`config.mk`:
```
export PLATFORM = sky130hd
export DESIGN_NAME = trace_trigger_flat
export DESIGN_NICKNAME = d
export VERILOG_FILES = /design/src/rtl/trace_trigger_pkg.sv /design/src/rtl/trace_trigger_if.sv /design/src/rtl/trace_match_rule.sv /design/src/rtl/trace_trigger.sv /design/src/flat_wrapper.sv
export SDC_FILE = /design/constraint.sdc
export NUM_CORES = 1
export LEC_CHECK = 0
export CELL_PAD_IN_SITES_DETAIL_PLACEMENT = 0
export CELL_PAD_IN_SITES_GLOBAL_PLACEMENT = 1
export CORE_AREA = 2 2 456 458
export CTS_BUF_LIST = sky130_fd_sc_hd__clkbuf_8
export CTS_CLUSTER_DIAMETER = 150
export CTS_CLUSTER_SIZE = 20
export DETAILED_ROUTE_END_ITERATION = 8
export DIE_AREA = 0 0 458 460
export GPL_ROUTABILITY_DRIVEN = 0
export PLACE_DENSITY = 0.43
export SETUP_SLACK_MARGIN = 0.2
export SYNTH_ARGS = -nofsm -noshare
export SYNTH_HDL_FRONTEND = slang
export SYNTH_SLANG_ARGS = --single-unit
```
`constraint.sdc`:
```
create_clock -name trace_clk -period 8.11 [get_ports trace_clk]
set_input_delay 1.2165 -clock trace_clk [delete_from_list [all_inputs] [get_ports trace_clk]]
set_output_delay 1.2165 -clock trace_clk [all_outputs]
set_load 0.05 [all_outputs]
```
`src/rtl/trace_trigger_pkg.sv`:
```
// Shared constants for the trace trigger block.
//   TPIU_SYNC     : TPIU full-sync word that must sit in the top 32 buffer bits
//   trace_width_e : encodings of the active lane count
//   CNT_W/CNT_MAX : width and saturation value of the per-rule event counters
package trace_trigger_pkg;

  localparam logic [31:0] TPIU_SYNC = 32'h7FFF_FFFF;

  typedef enum logic [2:0] {
    TW_1 = 3'd1,
    TW_2 = 3'd2,
    TW_4 = 3'd4
  } trace_width_e;

  localparam int              CNT_W   = 8;
  localparam logic [CNT_W-1:0] CNT_MAX = '1;

endpackage

```
`src/rtl/trace_trigger_if.sv`:
```
// Bus bundle between the trace register block / capture logic and the trace
// trigger. Signal names keep the register-block naming (I_* config into the
// trigger, O_* status out of it).
//   master : register block side (drives lane data and configuration)
//   slave  : trace_trigger side (drives match status, counts and trigger)
interface trace_trigger_if #(
  parameter int pBUFFER_SIZE = 64,
  parameter int pMATCH_RULES = 8
);
  logic [3:0]                           trace_data;
  logic [2:0]                           I_trace_width;
  logic                                 I_trace_reset_sync;
  logic [pMATCH_RULES-1:0]              I_pattern_enable;
  logic                                 I_trig_toggle;
  logic                                 I_trace_trig_enable;
  logic [pMATCH_RULES*pBUFFER_SIZE-1:0] I_patterns;
  logic [pMATCH_RULES*pBUFFER_SIZE-1:0] I_masks;
  logic [pMATCH_RULES-1:0]              O_matching_pattern;
  logic [pBUFFER_SIZE-1:0]              O_matching_buffer;
  logic                                 O_synchronized;
  logic [8*pMATCH_RULES-1:0]            O_trace_counts;
  logic                                 O_trace_trig;

  modport master (
    output trace_data, I_trace_width, I_trace_reset_sync, I_pattern_enable,
           I_trig_toggle, I_trace_trig_enable, I_patterns, I_masks,
    input  O_matching_pattern, O_matching_buffer, O_synchronized,
           O_trace_counts, O_trace_trig
  );

  modport slave (
    input  trace_data, I_trace_width, I_trace_reset_sync, I_pattern_enable,
           I_trig_toggle, I_trace_trig_enable, I_patterns, I_masks,
    output O_matching_pattern, O_matching_buffer, O_synchronized,
           O_trace_counts, O_trace_trig
  );
endinterface

```
`src/rtl/trace_match_rule.sv`:
```
// One pattern/mask rule: masked compare of the capture buffer, rising-edge
// detect of the hit, and a saturating event counter.
//   clk, rst  : trace clock, asynchronous active-high reset
//   enable    : rule enable
//   synced    : sync word has been seen; no hits before that
//   clear     : level clear of the counter (wins over increment)
//   buffer    : registered capture buffer
//   pattern   : rule pattern; mask bit 1 = bit compared
//   hit       : combinational match this cycle
//   event_o   : hit that was not present last cycle
//   count     : saturating event count
module trace_match_rule
  import trace_trigger_pkg::*;
#(
  parameter int pBUFFER_SIZE = 64
) (
  input  logic                    clk,
  input  logic                    rst,
  input  logic                    enable,
  input  logic                    synced,
  input  logic                    clear,
  input  logic [pBUFFER_SIZE-1:0] buffer,
  input  logic [pBUFFER_SIZE-1:0] pattern,
  input  logic [pBUFFER_SIZE-1:0] mask,
  output logic                    hit,
  output logic                    event_o,
  output logic [CNT_W-1:0]        count
);

  logic             match_q, match_d;
  logic [CNT_W-1:0] count_q, count_d;

  always_comb begin
    hit     = enable & synced & (((buffer ^ pattern) & mask) == '0);
    // Only the first cycle of a hit is an event, so a buffer that stays
    // matching is counted once.
    event_o = hit & ~match_q;
    match_d = hit;
    count_d = count_q;
    if (clear) begin
      count_d = '0;
    end else if (event_o && (count_q != CNT_MAX)) begin
      count_d = count_q + CNT_W'(1);
    end
  end

  always_ff @(posedge clk or posedge rst) begin
    if (rst) begin
      match_q <= 1'b0;
      count_q <= '0;
    end else begin
      match_q <= match_d;
      count_q <= count_d;
    end
  end

  assign count = count_q;

endmodule

```
`src/rtl/trace_trigger.sv`:
```
// Trace-port matching stage. Shifts TPIU lane data into a capture buffer
// (newest bits at the MSB), detects the TPIU full-sync word, compares the
// buffer against pMATCH_RULES masked patterns and drives the trace trigger.
//   trace_clk : trace capture clock
//   reset_i   : asynchronous active-high reset
//   bus       : lane data, configuration in; match status, counts, trigger out
module trace_trigger
  import trace_trigger_pkg::*;
#(
  parameter int pBUFFER_SIZE = 64,
  parameter int pMATCH_RULES = 8
) (
  input  logic           trace_clk,
  input  logic           reset_i,
  trace_trigger_if.slave bus
);

  logic [pBUFFER_SIZE-1:0]       buffer_q, buffer_d;
  logic                          synced_q, synced_d;
  logic [pMATCH_RULES-1:0]       match_pattern_q, match_pattern_d;
  logic [pBUFFER_SIZE-1:0]       match_buffer_q, match_buffer_d;
  logic                          trig_q, trig_d;
  logic                          toggle_mode_q, toggle_mode_d;
  logic [pMATCH_RULES-1:0]       hit;
  logic [pMATCH_RULES-1:0]       evt;
  logic [CNT_W*pMATCH_RULES-1:0] counts;
  logic                          any_event;

  always_comb begin
    // Unrecognised width codes fall back to all four lanes.
    buffer_d = {bus.trace_data, buffer_q[pBUFFER_SIZE-1:4]};
    if (bus.I_trace_width == TW_1) begin
      buffer_d = {bus.trace_data[0], buffer_q[pBUFFER_SIZE-1:1]};
    end else if (bus.I_trace_width == TW_2) begin
      buffer_d = {bus.trace_data[1:0], buffer_q[pBUFFER_SIZE-1:2]};
    end

    // reset_sync wins over a sync word seen on the same edge.
    synced_d = synced_q;
    if (bus.I_trace_reset_sync) begin
      synced_d = 1'b0;
    end else if (buffer_q[pBUFFER_SIZE-1 -: 32] == TPIU_SYNC) begin
      synced_d = 1'b1;
    end

    // Snapshot every rule currently hitting, not just the newly hitting ones.
    match_pattern_d = match_pattern_q;
    match_buffer_d  = match_buffer_q;
    if (|evt) begin
      match_pattern_d = hit;
      match_buffer_d  = buffer_q;
    end

    any_event     = (|evt) & bus.I_trace_trig_enable;
    toggle_mode_d = bus.I_trig_toggle;
    // A mode change parks the trigger low so the capture logic never sees a
    // stale toggle level reinterpreted as a pulse (or vice versa).
    if (bus.I_trig_toggle != toggle_mode_q) begin
      trig_d = 1'b0;
    end else if (toggle_mode_q) begin
      trig_d = trig_q ^ any_event;
    end else begin
      trig_d = any_event;
    end
  end

  always_ff @(posedge trace_clk or posedge reset_i) begin
    if (reset_i) begin
      buffer_q        <= '0;
      synced_q        <= 1'b0;
      match_pattern_q <= '0;
      match_buffer_q  <= '0;
      trig_q          <= 1'b0;
      toggle_mode_q   <= 1'b0;
    end else begin
      buffer_q        <= buffer_d;
      synced_q        <= synced_d;
      match_pattern_q <= match_pattern_d;
      match_buffer_q  <= match_buffer_d;
      trig_q          <= trig_d;
      toggle_mode_q   <= toggle_mode_d;
    end
  end

  for (genvar gi = 0; gi < pMATCH_RULES; gi++) begin : g_rule
    trace_match_rule #(
      .pBUFFER_SIZE(pBUFFER_SIZE)
    ) u_rule (
      .clk     (trace_clk),
      .rst     (reset_i),
      .enable  (bus.I_pattern_enable[gi]),
      .synced  (synced_q),
      .clear   (bus.I_trace_reset_sync),
      .buffer  (buffer_q),
      .pattern (bus.I_patterns[gi*pBUFFER_SIZE +: pBUFFER_SIZE]),
      .mask    (bus.I_masks[gi*pBUFFER_SIZE +: pBUFFER_SIZE]),
      .hit     (hit[gi]),
      .event_o (evt[gi]),
      .count   (counts[gi*CNT_W +: CNT_W])
    );
  end

  assign bus.O_matching_pattern = match_pattern_q;
  assign bus.O_matching_buffer  = match_buffer_q;
  assign bus.O_synchronized     = synced_q;
  assign bus.O_trace_counts     = counts;
  assign bus.O_trace_trig       = trig_q;

endmodule

```
`src/flat_wrapper.sv`:
```
// flat-port wrapper written by rule: the top's interface ports become plain ports
module trace_trigger_flat import trace_trigger_pkg::*;
#(
  parameter int pBUFFER_SIZE = 64,
  parameter int pMATCH_RULES = 8
)
  (trace_clk, reset_i, bus_trace_data, bus_I_trace_width, bus_I_trace_reset_sync, bus_I_pattern_enable, bus_I_trig_toggle, bus_I_trace_trig_enable, bus_I_patterns, bus_I_masks, bus_O_matching_pattern, bus_O_matching_buffer, bus_O_synchronized, bus_O_trace_counts, bus_O_trace_trig);
  trace_trigger_if #(.pBUFFER_SIZE(pBUFFER_SIZE), .pMATCH_RULES(pMATCH_RULES)) bus_i ();
  input  logic trace_clk;
  input  logic reset_i;
  input wire logic [$bits(bus_i.trace_data)-1:0] bus_trace_data;
  input wire logic [$bits(bus_i.I_trace_width)-1:0] bus_I_trace_width;
  input wire logic [$bits(bus_i.I_trace_reset_sync)-1:0] bus_I_trace_reset_sync;
  input wire logic [$bits(bus_i.I_pattern_enable)-1:0] bus_I_pattern_enable;
  input wire logic [$bits(bus_i.I_trig_toggle)-1:0] bus_I_trig_toggle;
  input wire logic [$bits(bus_i.I_trace_trig_enable)-1:0] bus_I_trace_trig_enable;
  input wire logic [$bits(bus_i.I_patterns)-1:0] bus_I_patterns;
  input wire logic [$bits(bus_i.I_masks)-1:0] bus_I_masks;
  output wire logic [$bits(bus_i.O_matching_pattern)-1:0] bus_O_matching_pattern;
  output wire logic [$bits(bus_i.O_matching_buffer)-1:0] bus_O_matching_buffer;
  output wire logic [$bits(bus_i.O_synchronized)-1:0] bus_O_synchronized;
  output wire logic [$bits(bus_i.O_trace_counts)-1:0] bus_O_trace_counts;
  output wire logic [$bits(bus_i.O_trace_trig)-1:0] bus_O_trace_trig;
  assign bus_i.trace_data = bus_trace_data;
  assign bus_i.I_trace_width = bus_I_trace_width;
  assign bus_i.I_trace_reset_sync = bus_I_trace_reset_sync;
  assign bus_i.I_pattern_enable = bus_I_pattern_enable;
  assign bus_i.I_trig_toggle = bus_I_trig_toggle;
  assign bus_i.I_trace_trig_enable = bus_I_trace_trig_enable;
  assign bus_i.I_patterns = bus_I_patterns;
  assign bus_i.I_masks = bus_I_masks;
  assign bus_O_matching_pattern = bus_i.O_matching_pattern;
  assign bus_O_matching_buffer = bus_i.O_matching_buffer;
  assign bus_O_synchronized = bus_i.O_synchronized;
  assign bus_O_trace_counts = bus_i.O_trace_counts;
  assign bus_O_trace_trig = bus_i.O_trace_trig;
  trace_trigger #(.pBUFFER_SIZE(pBUFFER_SIZE), .pMATCH_RULES(pMATCH_RULES)) u_core (.trace_clk(trace_clk), .reset_i(reset_i), .bus(bus_i));
endmodule
```
==> impl_metrics.ini <==
[clock_tree]
cts-root-buf = clkbuf_8
cts_tree = built
clk_latency_ns = 0.75
clock_path_buffers = 3
cts_resized = 0
post_cts.repair.setup_buffers = 0
cts_hold_buffers = 0
cts_buffers = 20
htree_levels = 1
cts.clk_slew.worst_paths_ns = 0.13
clock-sinks = 211

[power_and_ir_drop]
p_clk_share_pct = 13.9
seqPwrFrac_pct = 29.4
max-vdd-ir-drop_mv = 0.126
switchingPower_w = 0.00365
switching_share_pct = 58.0
powerDensity_nw_per_um2 = 184
p_int_w = 0.00265
share_comb_of_total_power_pct = 56.7
p_leak_nw = 13.2
p_total_w = 0.00630

[synthesis]
synth_enable_flop_cells = 0
synth_top_area_share_pct = 28.8
synthCells = 2009
yosysMostFrequentCell = xor2_1
syn_avg_cell_area_um2 = 9.13
seq_area_frac_synth_pct = 28.8
synth_common_cells = xor2_1 (518), a22oi_1 (325), dfrtp_1 (211), nand2_1 (163), nand4_1 (113)
syn_area_um2 = 18300
synthTopCellsByArea = dfrtp_1 (29%), xor2_1 (25%), a22oi_1 (13%)
syn-num-nets = 3061
synthArstFlopShare_pct = 100
synth_ff_type = dfrtp_1
ys_ff_latch = 211
yosys.cell_types.count = 39
yosys_warnings = 0
synth_area_leader_cell = dfrtp_1

[global_route]
antenna_found_initial = 183
grt_pass1_wl_um = 302000
use_met2_pct = 39.5
busiest_layer = met2
grtUsageMet1_pct = 26.9
overflow = 0
grt_pass1_vias = 23929
grtUsageMet3_pct = 7.01
grt_usage_pct = 22.9
grt_max_degree = 94

[timing]
finalCritPeriodShare_pct = 61.6
fmax_mhz = 200
grt_setup_unrepaired = no
max_slew.worst_pin.slew_ns = 1.44
slew_violations = 0
hold_viol_final = 0
setup_viol = 0
slew-limit-headroom_pct = 4.26
fin_skew_ns = 0.0827
min_period_ns = 5.00
tns_ns = 0
holdWs_ns = 0.507

[drt]
dr.pass1.iters = 9
final_antenna_net_count = 0
remaining_drc_errors = 0
drt-wirelength-per-cell_um = 42.2
via_per_inst = 3.95
dr.first_iter.drc_count = 1930
vias = 23530
drt_wl_total_um = 252000

[place]
dp_hpwl_um = 212000
placed_cell_area_um2 = 33700
io_buffers = 1181

[die]
die_h_um = 460
die_w_um = 458
ioPinCount = 1182
floorplan.initialDensity_pct = 8.90
coreArea_um2 = 206000
num_rows = 167
dieArea_um2 = 211000

[critical_path]
critPathKind = flip-flop to flip-flop
critical_path.max_fanout = 45
r2r_start = u_core.buffer_q[52]
crit_start = u_core.buffer_q[52]
worst-r2r-setup-slack_ns = 3.11
cp.arrival_ns = 5.61
required_ns = 8.73
crit_path_start_kind = flip-flop
cp-end-kind = flip-flop

[flow_run]
drv_cap = 0

[cells_and_area]
stdcell_area_um2 = 34200
drive_gt1_share_pct = 6.19
final_util_pct = 16.6
area_growth_pct = 86.7
nNetsFinal = 4254

[outcome]
status = completed

[hold_path]
hp-class = flip-flop to flip-flop
min-delay-start = u_core.bus.O_matching_buffer[41]
[critical path, stage by stage (launching register included)]
cell and delay (ns):
dfrtp_2 0.77, buf_4 0.25, buf_4 0.41, xor2_1 0.18
a22oi_1 0.22, nand4_1 0.26, nor4_1 0.75, nand3_1 0.35
o22ai_2 0.58, nor4_4 0.13, buf_4 0.37, mux2_1 0.46
[cell usage in the layout, fill, tap and decap left out, types with 63 or more instances in the layout]
master / synthesis / routed
xor2_1: 518 / 518
mux2_1: 68 / 68
dfrtp_2: 0 / 65
buf_4: 56 / 90
dfrtp_1: 211 / 146
nand2_1: 163 / 163
o21ai_0: 73 / 73
clkdlybuf4s50_1: 0 / 1180
a22oi_1: 325 / 325
nand4_1: 113 / 113
mux2i_1: 75 / 75
nor2_1: 63 / 63
[metal layers]
| metal | part of all wire (%) | vias up |
|---|---|---|
| met1 | 40 | 11599 |
| met3 | 8.4 | 406 |
| li1 | - | 9837 |
| met4 | 3.4 | 102 |
| met2 | 48 | 1586 |
| met5 | 0.26 | - |
[final cells by class]
| cell class | count | area, um2 |
|---|---|---|
| fillers | 23266 | 172000 |
| repair buffers | 1271 | 12500 |
| multi-input cells | 1669 | 12300 |
| flip-flops and latches | 211 | 5360 |
| well taps | 2704 | 3380 |
| clock buffers | 21 | 289 |
| clock inverters | 13 | 165 |
| inverters | 29 | 116 |
| diodes | 44 | 110 |
[metrics by stage]
step / setup slack (ns) / instances
finish: 3.11 / 5962
global route: 2.89 / 5930
CTS: 2.87 / 5918
detailed placement: 2.28 / 5884
global placement: 2.30 / 5884
floorplan: 1.13 / 2009
[logic make-up after synthesis]
| kind of cell | count (synthesis) | share of synthesized area [%] |
|---|---|---|
| xor+xnor | 558 | 26.7 |
| simple gates | 493 | 13.3 |
| compound gates | 465 | 18.0 |
| flops | 211 | 28.8 |
| mux | 145 | 8.39 |
| buf+inv | 129 | 4.33 |
| fa+ha+maj | 8 | 0.546 |
[power by group through the flow]
stage	clock (W)	sequential [W]	combinational, W
after global placement	0	0.00190	0.00363
after detailed placement	0	0.00190	0.00363
after CTS	0.000935	0.00188	0.00365
after global routing	0.000954	0.00185	0.00373
final	0.000873	0.00185	0.00357
after floorplan	0	0.00124	0.00146
[state kept, by name, indices dropped and copies added (netlist names)]
| name | count |
|---|---|
| u_core.bus.O_trace_trig | 1 |
| u_core.toggle_mode_q | 1 |
| u_core.bus.O_matching_pattern | 8 |
| u_core.g_rule.u_rule.match_q | 8 |
| u_core.bus.O_matching_buffer | 64 |
| u_core.g_rule.u_rule.count | 64 |
| u_core.buffer_q | 64 |
| u_core.bus.O_synchronized | 1 |
[worst paths after layout]
kind                                                     to  cells after the start
setup / recovery           u_core.bus.O_matching_buffer[24]                     11
hold / removal             u_core.bus.O_matching_buffer[41]                      1
setup reg to reg           u_core.bus.O_matching_buffer[24]                     11
hold reg to reg            u_core.bus.O_matching_buffer[41]                      1
max in group asynchronous   u_core.bus.O_matching_buffer[5]                      3
min in group asynchronous  u_core.g_rule[6].u_rule.count[3]                      2
Power figures use the tool's default switching activity.
